### src/rtl/dual_edge_logic_pipe.sv
// Logic pipe using both clock edges: a falling-edge operand stage (H) feeding
// DEPTH rising-edge stages with valid/ready flow control and a transfer counter.
module dual_edge_logic_pipe #(
    parameter int WIDTH = 8,
    parameter int DEPTH = 2,
    parameter int CNT_W = 16
) (
    input  logic             clk,
    input  logic             rst,
    input  logic             in_valid,
    output logic             in_ready,
    input  logic [WIDTH-1:0] a,
    input  logic [WIDTH-1:0] b,
    input  logic [1:0]       op,
    input  logic             mask_en,
    output logic             out_valid,
    input  logic             out_ready,
    output logic [WIDTH-1:0] f,
    output logic [CNT_W-1:0] xfer_cnt
);

    // Handshake: a transfer happens on an edge where valid and ready are both 1;
    // valid never depends on ready, and a held item keeps its data stable.

    // H occupancy is a token pair so each flag is written from a single edge:
    // the falling edge flips h_put on capture, the rising edge flips h_take on drain.
    logic [WIDTH-1:0] t_q, b_h_q;
    logic             m_h_q;
    logic             h_put_q;
    logic             h_take_q, h_take_d;
    logic             h_valid;
    logic [WIDTH-1:0] op_res;

    logic [DEPTH-1:0][WIDTH-1:0] data_q, data_d;
    logic [DEPTH-1:0]            v_q, v_d;
    logic [DEPTH-1:0]            free;
    logic [CNT_W-1:0]            cnt_q, cnt_d;
    logic [WIDTH-1:0]            s1_in;
    logic                        f_run;

    assign h_valid  = h_put_q ^ h_take_q;
    assign in_ready = !rst && !h_valid;

    always_comb begin
        op_res = '0;
        case (op)
            2'b00:   op_res = a & b;
            2'b01:   op_res = a | b;
            2'b10:   op_res = a ^ b;
            default: op_res = ~(a & b);
        endcase
    end

    always_ff @(negedge clk) begin
        if (rst) begin
            t_q     <= '0;
            b_h_q   <= '0;
            m_h_q   <= 1'b0;
            h_put_q <= 1'b0;
        end else if (in_valid && in_ready) begin
            t_q     <= op_res;
            b_h_q   <= b;
            m_h_q   <= mask_en;
            h_put_q <= ~h_put_q;
        end
    end

    // The mask sits on the half-period path from H into the first rising stage.
    assign s1_in = m_h_q ? (t_q & b_h_q) : t_q;

    always_comb begin
        free  = '0;
        f_run = out_ready;
        for (int k = DEPTH - 1; k >= 0; k--) begin
            f_run   = !v_q[k] || f_run;
            free[k] = f_run;
        end
    end

    always_comb begin
        v_d      = v_q;
        data_d   = data_q;
        h_take_d = h_take_q;
        cnt_d    = cnt_q;
        if (free[0]) begin
            v_d[0] = h_valid;
            if (h_valid) begin
                data_d[0] = s1_in;
                h_take_d  = ~h_take_q;
            end
        end
        for (int k = 1; k < DEPTH; k++) begin
            if (free[k]) begin
                v_d[k] = v_q[k-1];
                if (v_q[k-1]) data_d[k] = data_q[k-1];
            end
        end
        if (v_q[DEPTH-1] && out_ready) cnt_d = cnt_q + CNT_W'(1);
    end

    always_ff @(posedge clk) begin
        if (rst) begin
            v_q      <= '0;
            data_q   <= '0;
            h_take_q <= 1'b0;
            cnt_q    <= '0;
        end else begin
            v_q      <= v_d;
            data_q   <= data_d;
            h_take_q <= h_take_d;
            cnt_q    <= cnt_d;
        end
    end

    assign f         = data_q[DEPTH-1];
    assign out_valid = v_q[DEPTH-1];
    assign xfer_cnt  = cnt_q;

endmodule
### config.mk
export PLATFORM = sky130hd
export DESIGN_NAME = dual_edge_logic_pipe
export DESIGN_NICKNAME = d
export VERILOG_FILES = /design/src/rtl/dual_edge_logic_pipe.sv
export SDC_FILE = /design/constraint.sdc
export NUM_CORES = 1
export LEC_CHECK = 0
export ABC_AREA = 0
export CORE_ASPECT_RATIO = 1.75
export CORE_MARGIN = 1
export CORE_UTILIZATION = 52
export DETAILED_ROUTE_END_ITERATION = 16
export HOLD_SLACK_MARGIN = 0.05
export PLACE_DENSITY = 0.79
export SLEW_MARGIN = 20
export SYNTH_ARGS = -nofsm -noshare
export SYNTH_HDL_FRONTEND = slang
export SYNTH_SLANG_ARGS = --single-unit
### constraint.sdc
create_clock -name clk -period 1.7 [get_ports clk]
set_input_delay 0.255 -clock clk [delete_from_list [all_inputs] [get_ports clk]]
set_output_delay 0.255 -clock clk [all_outputs]
set_load 0.01 [all_outputs]
=== Yosys cells after proc, flatten, opt, wreduce, memory -nomap -nowiden ===
Index checks and enable logic that the tools add are counted.

* Add/sub/neg operators: 1
* Equality and inequality tests: 2
* Muxes and demuxes: 2
* Bitwise logic cells: 8
* Reduce and logical (&&, ||, !) cells: 12

{| class="wikitable"
|+ Operators with widths
! kind !! count
|-
| 8-bit one-hot mux with 3 select lines || 1
|-
| 16-bit by 1-bit adder with 16-bit output, second input constant || 1
|-
| 8-bit bitwise AND || 2
|-
| 8-bit 2-to-1 mux || 1
|-
| 8-bit NOT || 1
|-
| 8-bit bitwise OR || 1
|-
| 8-bit XOR || 1
|-
| 1-bit zero test || 4
|-
| 2-bit AND reduction || 2
|-
| 1-bit logical AND || 3
|-
| 2-bit by 1-bit equality test with 1-bit output, second input constant || 1
|-
| 2-bit equality test, second input constant || 1
|-
| 2-bit zero test || 1
|-
| 1-bit logical OR || 2
|-
| 1-bit NOT || 2
|-
| 1-bit XOR || 1
|}

* Bits in registers: 53
* Input port bits: 23
* Output and inout bits: 26
* Logic and storage cells: 35

=== Longest topological paths before layout ===
* Depth in word-level cells: 4
* Depth in mapped cells: 6
* Gate-level depth less buffers: 6

==> impl_metrics.csv <==
group,metric,value,unit
sta,rsz0062_at_grt,"true",
run_status,failed_checks,"setup timing",
sta,setup_viol_count_final,28,
clocking,path_clk_slew,40,ps
final_layout,antennaDiodeCount,0,
global_routing,grt_pass1_wl,10700,µm
clocking,htreeDepth,2,
clocking,clockBufferDepth,2,
global_routing,grt_pass1_vias,2508,
synthesis,synth_edf_count,0,
drt,ant_nets,0,
synthesis,synthDistinctLibCells,39,
synthesis,synth.most_common_cell,"dfxtp_1",
synthesis,syn_avg_cell_area,8.23,µm²
run,maxCapViolations,0,
synthesis,yosysSeqAreaShare,0.398,
drt,drc,0,
place,portBuffers,48,
global_routing,grt_usage,0.246,
clocking,clk_latency,400,ps
drt,dr_total_vias,2712,
clocking,cts_buffers,5,
power,p_leak,1.74,nW
drt,routedWlPerCell,16.0,µm
power,powerDensity,746,nW/µm²
drt,drtIter0Drc,118,
clocking,cts_root_buf,"clkbuf_8",
place,dp.cells,439,
die,die_h,96.8,µm
synthesis,synth.top_cells.by_count,"dfxtp_1 (53), nor2_1 (35), nand3_1 (34)",
synthesis,yosysTopAreaCellShare,0.398,
sta,fin_skew,84.2,ps
synthesis,synthFlopType,"dfxtp_1",
synthesis,syn_inst,324,
final_layout,drive_above_1_share,0.277,
drt,dr.pass1.iters,4,
final_layout,synthToLayoutAreaGrowth,50.7,%
global_routing,antenna_found_initial,0,
sta,fin_ws,-650,ps
synthesis,synth-async-reset-ratio,0,
critical_path,cp_max_fo,2,
synthesis,synth_area_leader_cell,"dfxtp_1",
critical_path,path_class,"reg2out",
critical_path,start_kind,"register",
final_layout,finish.utilization,0.815,
sta,finalMaxSlewViolations,0,
place,hpwlAfterDp,4230,µm
die,rows,34,
critical_path,end_kind,"primary output",
global_routing,grt_max_degree,38,
drt,routed_wl,7550,µm
sta,timing.slew.headroom,0.727,
final_layout,fin_nets,458,
clocking,hold_buffers,0,
critical_path,worstPathArrival,2100,ps
synthesis,syn_nets,364,
sta,worst_pin_slew,409,ps
worst_hold_path,hp-class,"reg2reg",
global_routing,gr-total-overflow,0,
critical_path,crit_required,1440,ps
sta,hold_viol,0,
die,die_w,56.1,µm
synthesis,netlist_area,2670,µm²
drt,via_per_inst,5.73,
power,ir_worst_vdd,0.831,mV
synthesis,ys_ff_latch,53,
run_status,status,"complete, but fails checks",
die,start_util,0.541,
clocking,cts_num_sinks,53,
clocking,cts_tree,"yes",
synthesis,ys_warn_count,0,
die,core_area,4930,µm²
final_layout,fin_cells,473,
die,ios,49,
place,gp_congestion,0.786,
die,dieArea,5430,µm²
synthesis,ys_top_cells_by_area,"dfxtp_1 (40%), ha_1 (8.0%), nand3_1 (6.4%), mux2i_1 (5.3%), nor2_1 (4.9%)",
-- through the flow --
stage / hold WS [ps] / setup WS [ps] / area, µm² / power [mW] / setup TNS, ps
final: 464 / -650 / 4020 / 3.00 / -10270
after global routing: 498 / -689 / 4020 / 3.15 / -11590
after CTS: 460 / -596 / 3800 / 2.88 / -7630
after detailed placement: 446 / -779 / 3490 / 1.86 / -16760
after global placement: 442 / -716 / 3490 / 1.83 / -15940
after floorplan: 431 / -220 / 2800 / 1.69 / -5250
-- report_power, final --
part	total [mW]	internal, mW	switching [mW]
Sequential	1.36	1.30	0.0561
Combinational	0.555	0.282	0.272
Clock	1.09	0.505	0.583
-- repair_timing --
item                       4_1_cts  5_1_grt
cloned                           2        3
setup endpoints to repair       28       30
gates resized for setup         43       31
hold endpoints to repair         0        0
pin swaps                       17        8
setup buffers                    3        1
-- registers in the layout, summed over array words and instances, names as in the netlist --
name	count
t_q	8
h_put_q	1
xfer_cnt	16
f	8
m_h_q	1
data_q	8
b_h_q	8
v_q	2
h_take_q	1
-- worst max-delay path: stages, from the launching register on --
cell and delay [ps]:
dfxtp_4 380, xor2_4 190, nor2_2 60, buf_4 130
buf_6 110
-- worst paths after layout --
kind	depth (start not counted)	startpoint	end	slack, ps
max	4	h_put_q	in_ready	-650
min	2	b_h_q[0]	b_h_q[0]	460
max reg2reg	6	h_put_q	data_q[3]	-560
min reg2reg	2	b_h_q[0]	b_h_q[0]	460
-- cell families (layout without fill, tap and decap cells) --
kind of cell / Yosys count / count (layout) / synth area share
simple gates: 114 / 114 / 0.206
compound gates: 60 / 60 / 0.132
flops: 53 / 53 / 0.398
buf+inv: 53 / 148 / 0.0868
fa+ha+maj: 17 / 17 / 0.0797
mux: 16 / 16 / 0.0610
xor+xnor: 11 / 11 / 0.0361
-- per-layer routing --
metal / vias up / GRT usage / part of all wire
met5: - / 0 / 0
met4: 0 / 0.154 / 0.050
met3: 33 / 0.0361 / 0.039
met2: 99 / 0.464 / 0.55
met1: 1296 / 0.238 / 0.36
li1: 1284 / - / -
-- cell usage in the layout, fill, tap and decap left out, drive strengths merged, types with 7 or more instances in the layout --
cell type / n
dfxtp: 53
a21oi: 25
o21ai: 19
ha: 17
nand2: 16
nor2: 35
mux2i: 14
dlygate4sd2: 20
inv: 47
clkdlybuf4s50: 27
nand2b: 9
nand3: 34
buf: 43
clkbuf: 7
-- layout make-up --
cell class              instances  area (µm²)
repair buffers                 94         956
flip-flops and latches         53        1070
fillers                       301         915
multi-input cells             218        1640
well taps                      54        67.6
inverters                      28         106
clock buffers                   5        68.8
clock inverters                21         115
Note: power is estimated with default switching activity, not from simulation.
